[src/rtl/fifo_sync_param.sv]
// fifo_sync_param: parametrised single-clock FIFO with occupancy count, almost/sticky-error flags.
// Define FIFO_SYNC_FWFT_EN for first-word-fall-through reads; default is 1-cycle registered read.
module fifo_sync_param #(
  parameter int WIDTH      = 8,
  parameter int ADDR_WIDTH = 5,
  parameter int AFULL_TH   = 28,
  parameter int AEMPTY_TH  = 4
) (
  input  logic                  clock,
  input  logic                  reset,
  input  logic                  write,
  input  logic [WIDTH-1:0]      datain,
  input  logic                  read,
  output logic [WIDTH-1:0]      dataout,
  output logic                  full,
  output logic                  empty,
  output logic                  almost_full,
  output logic                  almost_empty,
  output logic [ADDR_WIDTH:0]   count,
  output logic                  overflow,
  output logic                  underflow
);
  localparam int DEPTH = 1 << ADDR_WIDTH;
  logic [WIDTH-1:0]      r_mem [DEPTH];
  logic [ADDR_WIDTH-1:0] r_wptr, r_rptr;
  logic [ADDR_WIDTH:0]   r_count;
  logic                  r_ovf, r_unf;
  logic                  w_rd_acc, w_wr_acc;
  assign count        = r_count;
  assign full         = r_count == (ADDR_WIDTH+1)'(DEPTH);
  assign empty        = r_count == '0;
  assign almost_full  = r_count >= (ADDR_WIDTH+1)'(AFULL_TH);
  assign almost_empty = r_count <= (ADDR_WIDTH+1)'(AEMPTY_TH);
  assign overflow     = r_ovf;
  assign underflow    = r_unf;
  // A pop frees a slot in the same edge, so a write while full is still taken when a read is.
  assign w_rd_acc = read & ~empty;
  assign w_wr_acc = write & (~full | w_rd_acc);
  always_ff @(posedge clock)
    if (w_wr_acc) r_mem[r_wptr] <= datain;
  always_ff @(posedge clock or posedge reset)
    if (reset) begin
      r_wptr  <= '0;
      r_rptr  <= '0;
      r_count <= '0;
      r_ovf   <= 1'b0;
      r_unf   <= 1'b0;
    end else begin
      r_wptr  <= w_wr_acc ? r_wptr + 1'b1 : r_wptr;
      r_rptr  <= w_rd_acc ? r_rptr + 1'b1 : r_rptr;
      r_count <= (w_wr_acc & ~w_rd_acc) ? r_count + 1'b1 :
                 (w_rd_acc & ~w_wr_acc) ? r_count - 1'b1 : r_count;
      r_ovf   <= r_ovf | (write & ~w_wr_acc);
      r_unf   <= r_unf | (read & empty);
    end
`ifdef FIFO_SYNC_FWFT_EN
  assign dataout = empty ? '0 : r_mem[r_rptr];
`else
  logic [WIDTH-1:0] r_dout;
  always_ff @(posedge clock or posedge reset)
    if (reset) r_dout <= '0;
    else if (w_rd_acc) r_dout <= r_mem[r_rptr];
  assign dataout = r_dout;
`endif
endmodule

[config.mk]
export PLATFORM = sky130hd
export DESIGN_NAME = fifo_sync_param
export DESIGN_NICKNAME = d
export VERILOG_FILES = /design/src/rtl/fifo_sync_param.sv
export SDC_FILE = /design/constraint.sdc
export NUM_CORES = 1
export LEC_CHECK = 0
export CORE_UTILIZATION = 36
export CTS_CLUSTER_SIZE = 16
export DETAILED_ROUTE_END_ITERATION = 8
export PLACE_DENSITY = 0.61
export SLEW_MARGIN = 20
export SYNTH_ARGS = -nofsm -noshare
export SYNTH_HDL_FRONTEND = slang
export SYNTH_SLANG_ARGS = --single-unit
[constraint.sdc]
create_clock -name clock -period 5.4 [get_ports clock]
set_input_delay 1.08 -clock clock [delete_from_list [all_inputs] [get_ports clock]]
set_output_delay 1.08 -clock clock [all_outputs]
set_load 0.01 [all_outputs]
==> results.sh, run 1 <==
export IMPL_grt_pass1_vias=5976
export IMPL_fp_dieW_um=179
export IMPL_ys_warn_count=0
export IMPL_ant_nets=0
export IMPL_clock_sinks=282
export IMPL_dr_pass1_iters=7
export IMPL_max_cap_violations=0
export IMPL_fmax_ghz=0.280
export IMPL_synthesis_instances=595
export IMPL_cp_num_buf_inv=2
export IMPL_synth_most_common_cell="edfxtp_1"
export IMPL_clk_pin_slew_ps=60
export IMPL_start_kind="flop"
export IMPL_violations="DRC"
export IMPL_port_buffers=31
export IMPL_maxSlewViolCount=0
export IMPL_synth_mux_area_share_pct=13.9
export IMPL_synth_top_area_cell="edfxtp_1"
export IMPL_synth_avg_cell_area_sq_um=19.0
export IMPL_leakage_uw=0.00430
export IMPL_ys_async_sr_fraction_pct=9.22
export IMPL_worst_pin_slew_ps=1060
export IMPL_slowest_delay_ps=550
export IMPL_fin_skew_ps=9.85
export IMPL_synth_edf_count=256
export IMPL_post_route_min_period_ps=3580
export IMPL_cts_tree="yes"
export IMPL_hold_path_class="flop to flop"
export IMPL_syn_area_sq_um=11300
export IMPL_pin_count=32
export IMPL_vias=5652
export IMPL_track_usage_pct=15.1
export IMPL_cts_buffer_depth=3
export IMPL_drt_wl_total_mm=23.4
export IMPL_p_per_area_nw_per_um2=515
export IMPL_drt_iter0_drc=527
export IMPL_crit_arrival_ps=2500
export IMPL_route_detailed_drc=4
export IMPL_synth_xor_area_share_pct=0.853
export IMPL_synth_compound_area_share_pct=4.82
export IMPL_cp_cell_sequence="or3_1, or2_2, inv_1, clkdlybuf4s50_1"
export IMPL_wire_per_inst_um=22.1
export IMPL_cts_made_buffers=30
export IMPL_cp_slowest_cell="clkdlybuf4s50_1"
export IMPL_worstSkewPairLatency_ps=540
export IMPL_required_ps=4320
export IMPL_setup_violations=0
export IMPL_antenna_found_initial=1
export IMPL_htree_levels=1
export IMPL_fin_crit_sh_pct=66.2
export IMPL_routabilityCongestion=0.828
export IMPL_cp_top_family="simple AND/OR/NAND/NOR gates"
export IMPL_fin_nets=660
export IMPL_diodes=0
export IMPL_fin_ws_ps=1820
export IMPL_synth_top_family_by_area="multiplexers"
export IMPL_start_util_pct=36.7
export IMPL_syn_nets=618
export IMPL_placementRows=64
export IMPL_cp_max_fo=8
export IMPL_grt_pass1_wl_mm=35.9
export IMPL_setup_tns_ps=0
export IMPL_end_kind="primary output"
export IMPL_crit_type="flop to primary output"
export IMPL_synth_simple_gate_area_share_pct=3.56
export IMPL_synth_distinct_cells=48
export IMPL_yosysSeqAreaShare_pct=73.8
export IMPL_synth_top_cell_area_share_pct=68.1
export IMPL_vias_per_cell=5.35
export IMPL_design_area_sq_um=13000
export IMPL_cts_resized=0
export IMPL_synth_fa_ha_area_share_pct=1.29
export IMPL_hold_violations=0
export IMPL_place_area_sq_um=12000
export IMPL_netlist_top_cells_count="256 x edfxtp_1, 45 x mux4_2, 44 x nor2_1"
export IMPL_core_sq_um=30700
export IMPL_rsz0062_at_grt="no"
export IMPL_netlist_top_cells_area="edfxtp_1 68%, mux4_2 9.0%, dfrtp_1 5.8%, mux2i_1 3.1%, nor2_1 1.5%"
export IMPL_synth_seq_cells=282
export IMPL_die_area_sq_um=32100
export IMPL_ys_flop_type="edfxtp_1"
export IMPL_ir_drop_uv=267
export IMPL_relSlewSlack_pct=29.0
export IMPL_area_growth_pct=14.9
export IMPL_drive_gt1_share_pct=18.5
export IMPL_ctsRootBufferMaster="clkbuf_16"
export IMPL_outcome="complete, but fails checks"
export IMPL_place_inst=1001
export IMPL_instances_no_fill=1056
export IMPL_pre_cts_ws_ps=1530
export IMPL_ctsHoldBuffers=0
export IMPL_hpwl_mm=14.9
export IMPL_grt_overflow_total=0
export IMPL_cts_setup_buffers=0
export IMPL_die_h_um=179
export IMPL_grt_max_degree=41
[report_power, final]
| group | internal, uW | total, uW | leakage, uW | switching [uW] |
|---|---|---|---|---|
| clock network | 1190 | 1990 | 0.000485 | 806 |
| logic | 875 | 1740 | 0.00121 | 863 |
| registers | 2600 | 2950 | 0.00261 | 347 |
[flip-flops by register name, indices dropped and copies added, names as in the netlist]
register / flops
count: 6
dataout: 8
overflow: 1
r_mem: 256
r_rptr: 5
r_wptr: 5
underflow: 1
[cells in the final DEF (no fill, tap or decap), types with 4 or more instances in the layout]
cell               n
buf_4              9
clkbuf_1           5
mux4_2            45
clkdlybuf4s50_1   29
nand2_1           18
xnor2_1            9
ha_1              10
o22ai_1           14
mux2_2             4
a211oi_1          14
a21oi_1            4
dfrtp_1           23
clkinv_2          12
clkbuf_16         31
nor2_1            44
a22oi_1            6
o21ai_0            6
o211a_1            6
or3_1              4
a31oi_1            7
inv_1              8
mux2i_1           35
mux4_1             6
edfxtp_1         256
[kinds of logic (layout without fill, tap and decap cells)]
group,count (synthesis),count (layout)
xor gates and xnor gates,11,11
adders and majority gates,11,11
AOI/OAI and AO/OA,75,75
buffers and inverters,39,104
DFF,282,282
and+or+nand+nor,87,87
muxes,90,90
[routing by layer]
metal / vias up / GRT usage, % / share of wire, %
met2: 159 / 26.4 / 51
li1: 2503 / - / -
met1: 2953 / 19.9 / 43
met5: - / 0 / 0
met4: 0 / 3.96 / 2.1
met3: 37 / 1.95 / 4.6
[per-stage QoR]
step | utilization [%] | power [uW] | hold slack, ps
after floorplan | - | 4150 | 493
after global placement | 39.1 | 4680 | 443
after detailed placement | 39.0 | 4750 | 474
after CTS | 42.2 | 6750 | 488
after global routing | 42.2 | 6980 | 492
final | 42.2 | 6680 | 485
[worst paths after layout]
path	from	cells after the start	end	slack (ps)
max	count[0]	4	full	1820
min	underflow	1	underflow	480
max reg2reg	count[0]	9	count[5]	2310
min reg2reg	underflow	1	underflow	480
max in group asynchronous	reset	2	r_rptr[2]	4060
min in group asynchronous	reset	2	count[1]	910
[cell type report]
class                   count  area [sq um]
clock buffers              36           795
clock inverters            19           174
fillers                  2684         17800
inverters                   9          33.8
multi-input cells         274          2770
flip-flops and latches    282          8340
well taps                 396           495
repair buffers             40           368
Power figures use the tool's default switching activity.
==> run 2, diff against run 1 <==
Clock period 5.4 ns to 3.6 ns, I/O delays scaled along.
==> run 2 against run 1 <==
  * The run still ends with DRC left
  * Final cell count is 2.2% higher
  * Via count is 0.44% higher
  * Global-route usage is 0.29 points higher
  * Critical endpoint unchanged
  * Sequential power is 50% higher
  * Clock power is 39% higher
  * Critical path type unchanged
  * Sequential share of layout area is 0.70 points lower
  * Utilization is 0.48 points higher
==> results.sh, run 2 (synthesis gave the netlist of run 1 again) <==
export IMPL_outcome="complete, but fails checks"
export IMPL_violations="DRC"
export IMPL_cts_setup_buffers=0
export IMPL_grt_overflow_total=0
export IMPL_leakage_uw=0.00441
export IMPL_worstSkewPairLatency_ps=540
export IMPL_max_cap_violations=0
export IMPL_final_cell_mix="256 x edfxtp_1, 45 x mux4_2, 44 x nor2_1"
export IMPL_end_kind="primary output"
export IMPL_placementRows=64
export IMPL_worst_r2r_path_depth=9
export IMPL_min_delay_path_depth=1
export IMPL_grt_use_met2_pct=25.9
export IMPL_cp_num_buf_inv=2
export IMPL_vias=5677
export IMPL_fp_dieW_um=179
export IMPL_ctsHoldBuffers=0
export IMPL_track_usage_pct=15.4
export IMPL_rsz0062_at_grt="no"
export IMPL_final_common_cell="edfxtp_1"
export IMPL_post_route_min_period_ps=3190
export IMPL_antenna_found_initial=0
export IMPL_maxSlewViolCount=0
export IMPL_cp_max_fo=7
export IMPL_slowest_delay_ps=550
export IMPL_htree_levels=1
export IMPL_fin_crit_sh_pct=88.6
export IMPL_crit_type="flop to primary output"
export IMPL_port_buffers=31
export IMPL_route_detailed_drc=4
export IMPL_clock_sinks=282
export IMPL_ctsRootBufferMaster="clkbuf_16"
export IMPL_area_growth_pct=16.2
export IMPL_hpwl_mm=14.9
export IMPL_pin_count=32
export IMPL_routabilityCongestion=0.836
export IMPL_fin_util_pct=42.7
export IMPL_busiest_layer="met2"
export IMPL_rrSetupSlack_ps=450
export IMPL_drt_wl_total_mm=23.8
export IMPL_clk_pin_slew_ps=60
export IMPL_gr_usage_met1_pct=20.8
export IMPL_p_per_area_nw_per_um2=753
export IMPL_vias_per_cell=5.26
export IMPL_fin_ws_ps=409
export IMPL_dr_pass1_iters=7
export IMPL_pre_cts_ws_ps=158
export IMPL_worst_pin_slew_ps=1040
export IMPL_place_area_sq_um=12200
export IMPL_core_sq_um=30700
export IMPL_setup_violations=0
export IMPL_cp_top_family="simple AND/OR/NAND/NOR gates"
export IMPL_hold_path_class="flop to flop"
export IMPL_required_ps=2880
export IMPL_cts_buffer_depth=3
export IMPL_r2r_start="count[0]"
export IMPL_ir_drop_uv=375
export IMPL_cts_made_buffers=28
export IMPL_largest_reg_flops=256
export IMPL_hp_start="overflow"
export IMPL_die_h_um=179
export IMPL_cts_resized=0
export IMPL_fin_nets=685
export IMPL_relSlewSlack_pct=30.5
export IMPL_grt_pass1_wl_mm=36.4
export IMPL_cts_tree="yes"
export IMPL_holdWs_ps=470
export IMPL_start_util_pct=36.7
export IMPL_cp_slowest_cell="or3b_2"
export IMPL_crit_arrival_ps=2470
export IMPL_cp_cell_sequence="or3b_2, or2_2, inv_1, clkdlybuf4s50_1"
export IMPL_regMostFlops="r_mem"
export IMPL_grt_max_degree=41
export IMPL_diodes=0
export IMPL_wire_per_inst_um=22.0
export IMPL_met3_usage_pct=2.54
export IMPL_fin_skew_ps=12.3
export IMPL_drt_iter0_drc=408
export IMPL_die_area_sq_um=32100
export IMPL_design_area_sq_um=13100
export IMPL_ant_nets=0
export IMPL_drive_gt1_share_pct=20.1
export IMPL_critPathLaunch="count[4]"
export IMPL_setup_tns_ps=0
export IMPL_start_kind="flop"
export IMPL_crit_cells=4
export IMPL_grt_pass1_vias=5984
export IMPL_hold_violations=0
export IMPL_fmax_ghz=0.313
run 2: changes by cell type in the layout (fill, tap and decap cells not counted), sizes merged:
cell / delta
inv: -1
buf: +25
clkinv: -4
clkinvlp: -1
clkbuf: +4
clkdlybuf4s50: +2
bufinv: -2
run 2: per-layer routing:
layer	wire [um]	up-vias
li1	-	2550
met1	10500	2939
met2	11600	154
met3	1140	34
met4	506	0
met5	0	-
run 2: power by group:
group | internal [uW] | leakage [uW] | switching (uW) | total, uW
logic | 1370 | 0.00136 | 1320 | 2700
clock network | 1620 | 0.000436 | 1150 | 2770
registers | 3900 | 0.00261 | 520 | 4420
run 2: path summary, 6_finish.rpt:
check                       endpoint
max                             full
min                         overflow
max reg2reg                 count[5]
min reg2reg                 overflow
max in group asynchronous  r_rptr[0]
min in group asynchronous   count[5]
run 2: final cells by class:
cell class | instances | area [sq um]
tap | 396 | 495
clock inverter | 11 | 73.8
multi-input combinational | 274 | 2760
sequential | 282 | 8340
timing repair buffer | 67 | 606
clock buffer | 40 | 807
fill | 2692 | 17600
inverter | 9 | 33.8
run 2: metrics by stage:
| stage | cells | total power, uW |
|---|---|---|
| 2_1_floorplan | 595 | 6220 |
| 3_3_place_gp | 1028 | 7100 |
| 3_5_place_dp | 1028 | 7210 |
| 4_1_cts | 1079 | 9980 |
| 5_1_grt | 1079 | 10300 |
| 6_report | 1079 | 9890 |
==> run 3, diff against run 2 <==
Settings changed: SETUP_SLACK_MARGIN from default to 0.02.
Clock period 3.6 ns to 3.3 ns, I/O delays scaled along.
==> run 3 against run 2 <==
  * The run still ends with DRC left
  * Sequential share of layout area hardly changed
  * Critical path type unchanged
  * Flip-flop and latch count unchanged
  * Global-route usage is 0.061 points lower
  * Highest routed layer unchanged
==> results.sh, run 3 (synthesis gave the netlist of run 1 again) <==
export IMPL_outcome="complete, but fails checks"
export IMPL_violations="DRC"
export IMPL_pin_count=32
export IMPL_busiest_layer="met2"
export IMPL_p_per_area_nw_per_um2=830
export IMPL_ir_drop_uv=386
export IMPL_worst_pin_slew_ps=1000
export IMPL_grt_use_met2_pct=26.1
export IMPL_fin_skew_ps=26.6
export IMPL_hpwl_mm=15.2
export IMPL_post_route_min_period_ps=3140
export IMPL_ctsHoldBuffers=0
export IMPL_grt_pass1_vias=5936
export IMPL_start_kind="flop"
export IMPL_routabilityCongestion=0.832
export IMPL_cts_made_buffers=28
export IMPL_htree_levels=1
export IMPL_ant_nets=0
export IMPL_fp_dieW_um=179
export IMPL_end_kind="primary output"
export IMPL_dr_pass1_iters=6
export IMPL_leakage_uw=0.00439
export IMPL_drive_gt1_share_pct=19.3
export IMPL_met3_usage_pct=2.42
export IMPL_drt_iter0_drc=404
export IMPL_final_common_cell="edfxtp_1"
export IMPL_fin_crit_sh_pct=95.2
export IMPL_route_detailed_drc=5
export IMPL_hold_violations=0
export IMPL_fmax_ghz=0.318
export IMPL_grt_pass1_wl_mm=36.2
export IMPL_ctsRootBufferMaster="clkbuf_16"
export IMPL_port_buffers=31
export IMPL_clock_sinks=282
export IMPL_vias_per_cell=5.32
export IMPL_worstSkewPairLatency_ps=550
export IMPL_rsz0062_at_grt="no"
export IMPL_crit_arrival_ps=2480
export IMPL_drt_wl_total_mm=23.9
export IMPL_cts_buffer_depth=3
export IMPL_die_h_um=179
export IMPL_hold_path_class="input pin to async pin"
export IMPL_crit_type="flop to primary output"
export IMPL_grt_max_degree=35
export IMPL_cts_setup_buffers=0
export IMPL_final_cell_mix="256 x edfxtp_1, 45 x mux4_2, 44 x nor2_1"
export IMPL_largest_reg_flops=256
export IMPL_placementRows=64
export IMPL_core_sq_um=30700
export IMPL_design_area_sq_um=13100
export IMPL_fin_nets=680
export IMPL_place_area_sq_um=12200
export IMPL_required_ps=2640
export IMPL_cp_max_fo=7
export IMPL_cts_resized=0
export IMPL_setup_violations=0
export IMPL_relSlewSlack_pct=33.0
export IMPL_nFillCells=2669
export IMPL_cts_tree="yes"
export IMPL_max_cap_violations=0
export IMPL_antenna_found_initial=0
export IMPL_vias=5714
export IMPL_die_area_sq_um=32100
export IMPL_clk_pin_slew_ps=60
export IMPL_gr_usage_met1_pct=20.5
export IMPL_fin_util_pct=42.7
export IMPL_start_util_pct=36.7
export IMPL_track_usage_pct=15.4
export IMPL_area_growth_pct=16.2
export IMPL_diodes=0
export IMPL_grt_overflow_total=0
export IMPL_wire_per_inst_um=22.3
export IMPL_maxSlewViolCount=0
export IMPL_regMostFlops="r_mem"
==> run 3: cell count changes in the layout (fill, tap and decap cells not counted), sizes merged <==
cell    change
clkinv      -1
clkbuf      +1
buf         -5
==> run 3: path summary, 6_finish.rpt <==
| check | start | to | slack (ps) | cells past startpoint |
|---|---|---|---|---|
| setup reg to reg | count[4] | count[5] | 290 | 9 |
| max in group asynchronous | reset | r_rptr[1] | 2520 | 3 |
| setup / recovery | count[4] | full | 160 | 4 |
| min in group clock | underflow | underflow | 470 | 1 |
| hold / removal | reset | count[1] | 470 | 3 |
| hold reg to reg | underflow | underflow | 470 | 1 |
==> run 3: worst max-delay path, stage by stage, from the launching register on <==
cell,delay (ps)
dfrtp_1,470
or3b_2,540
or2_2,290
inv_1,80
clkdlybuf4s50_1,540
==> run 3: metal layers <==
| layer | wire (um) | vias up |
|---|---|---|
| met5 | 0 | - |
| li1 | - | 2539 |
| met1 | 10600 | 3000 |
| met3 | 1030 | 33 |
| met2 | 11800 | 142 |
| met4 | 551 | 0 |
==> run 3: through the flow <==
step / cells / setup slack [ps] / hold WS, ps / power [uW] / setup TNS (ps)
3_3_place_gp: 1023 / 169 / 442 / 7750 / 0
4_1_cts: 1074 / 153 / 469 / 11000 / 0
3_5_place_dp: 1023 / -42.6 / 456 / 7860 / -42.6
5_1_grt: 1074 / 90.3 / 483 / 11400 / 0
6_report: 1074 / 158 / 468 / 10900 / 0
2_1_floorplan: 595 / 465 / 493 / 6780 / 0
==> run 3: cell type report <==
| cell class | count | area (sq um) | area share [%] |
|---|---|---|---|
| Multi-Input combinational cell | 274 | 2760 | 21.0 |
| Clock inverter | 10 | 77.6 | 0.591 |
| Inverter | 9 | 33.8 | 0.258 |
| Timing Repair Buffer | 62 | 568 | 4.33 |
| Clock buffer | 41 | 841 | 6.41 |
| Sequential cell | 282 | 8340 | 63.6 |
| Tap cell | 396 | 495 | 3.78 |
==> run 3: power breakdown <==
group	internal (uW)	switching, uW
Combinational	1500	1480
Clock	1830	1290
Sequential	4260	525
==> RTL edit, RTL diff (flow settings as in run 2) <==
Change the parameter `WIDTH` from 8 to 7.
--- a/src/rtl/fifo_sync_param.sv
+++ b/src/rtl/fifo_sync_param.sv
@@ -2,5 +2,5 @@
 // Define FIFO_SYNC_FWFT_EN for first-word-fall-through reads; default is 1-cycle registered read.
 module fifo_sync_param #(
-  parameter int WIDTH      = 8,
+  parameter int WIDTH      = 7,
   parameter int ADDR_WIDTH = 5,
   parameter int AFULL_TH   = 28,
Ports: changed (resized datain and dataout); port bits go from 32 to 30. The function was not compared with the original's and may differ.
==> RTL edit against run 2 <==
Clock skew is 0.0074 ns higher; die area is 10% lower; via count is 7.7% lower; combinational power is 8.1% lower; setup slack better by 0.018 ns; cell count is 5.1% lower; largest cell class unchanged; wire length is 12% lower; sequential cell count is 33 lower; sequential share of layout area is 0.85 points lower; utilization is 0.36 points lower; critical path type is now register to register; cell area is 11% lower; synthesized area is 10% lower; total power is 9.9% lower; critical endpoint is now count[5]; largest power group unchanged.
==> RTL edit: results (changes against run 2) <==
number of synthesized flops with an enable pin=224 (was 256); Post-Route WL=21.0 mm (was 23.8 mm); Total GRT Usage=14.9% (was 15.4%); adder-cell share of the synthesized area=1.43% (was 1.29%); GPL Wtd Cong=0.803 (was 0.836); Hold Worst Slack=0.466 ns (was 0.470 ns); DP Area=0.0109 mm2 (was 0.0122 mm2); syn_nets=591 (was 618); Initial DRC Count=366 (was 408); first-pass GRT wire length=32.0 mm (was 36.4 mm); DP HPWL=13.6 mm (was 14.9 mm); post-place setup slack=0.223 ns (was 0.158 ns); critical path launch point=count[3] (was count[4]); worst-path fanout max=6 (was 7); min-delay src=underflow (was overflow); Nets=648 (was 685); outcome=finished, final reports clean (was finished, violations left); clock skew=0.0197 ns (was 0.0123 ns); routed length per instance=20.5 um (was 22.0 um); TritonCTS Buffers=26 (was 28); Pleak=3.94 nW (was 4.41 nW); Largest register FFs=224 (was 256); Data arrival, critical path=3.56 ns (was 2.47 ns); critical path's largest stage delay=0.46 ns (was 0.55 ns); synth unique cells=53 (was 48); Final Cycle Share=88.2% (was 88.6%); Slew @ Worst Pin=1.02 ns (was 1.04 ns); dpl cells=976 (was 1028); XOR/XNOR Fraction of Synth Area=0.952% (was 0.853%); reg-to-reg setup timing slack=0.43 ns (was 0.45 ns); Synth async-reset ratio=10.0% (was 9.22%); P_sw=2.79 mW (was 2.99 mW); Synth area leaders=edfxtp_1, mux4_2, dfrtp_1, mux2i_1, nor2_1 (unchanged); Vias/cell=5.12 (was 5.26); reported sequential group power=3.87 mW (was 4.42 mW); CP max-delay cell=dfrtp_1 (was or3b_2)
==> RTL edit: final cells by class <==
| type | count | area [um2] | share of cell area, % |
|---|---|---|---|
| Sequential cell | 249 | 7350 | 62.7 |
| Multi-Input combinational cell | 281 | 2520 | 21.5 |
| Clock buffer | 31 | 669 | 5.71 |
| Timing Repair Buffer | 56 | 505 | 4.31 |
| Tap cell | 378 | 473 | 4.04 |
| Clock inverter | 17 | 153 | 1.30 |
| Inverter | 12 | 45.0 | 0.384 |
==> RTL edit: layer usage <==
layer | wire (um) | GRT usage (%)
met5 | 0 | 0
met1 | 8790 | 19.3
met3 | 951 | 2.05
met4 | 338 | 4.11
met2 | 10900 | 26.1
==> RTL edit: kinds of logic (layout without fill, tap and decap cells) <==
group | Yosys count | after routing
muxes | 88 | 88
and+or+nand+nor | 103 | 103
adders and majority gates | 11 | 11
buffers and inverters | 39 | 116
xor gates and xnor gates | 11 | 11
AOI/OAI and AO/OA | 68 | 68
DFF | 249 | 249
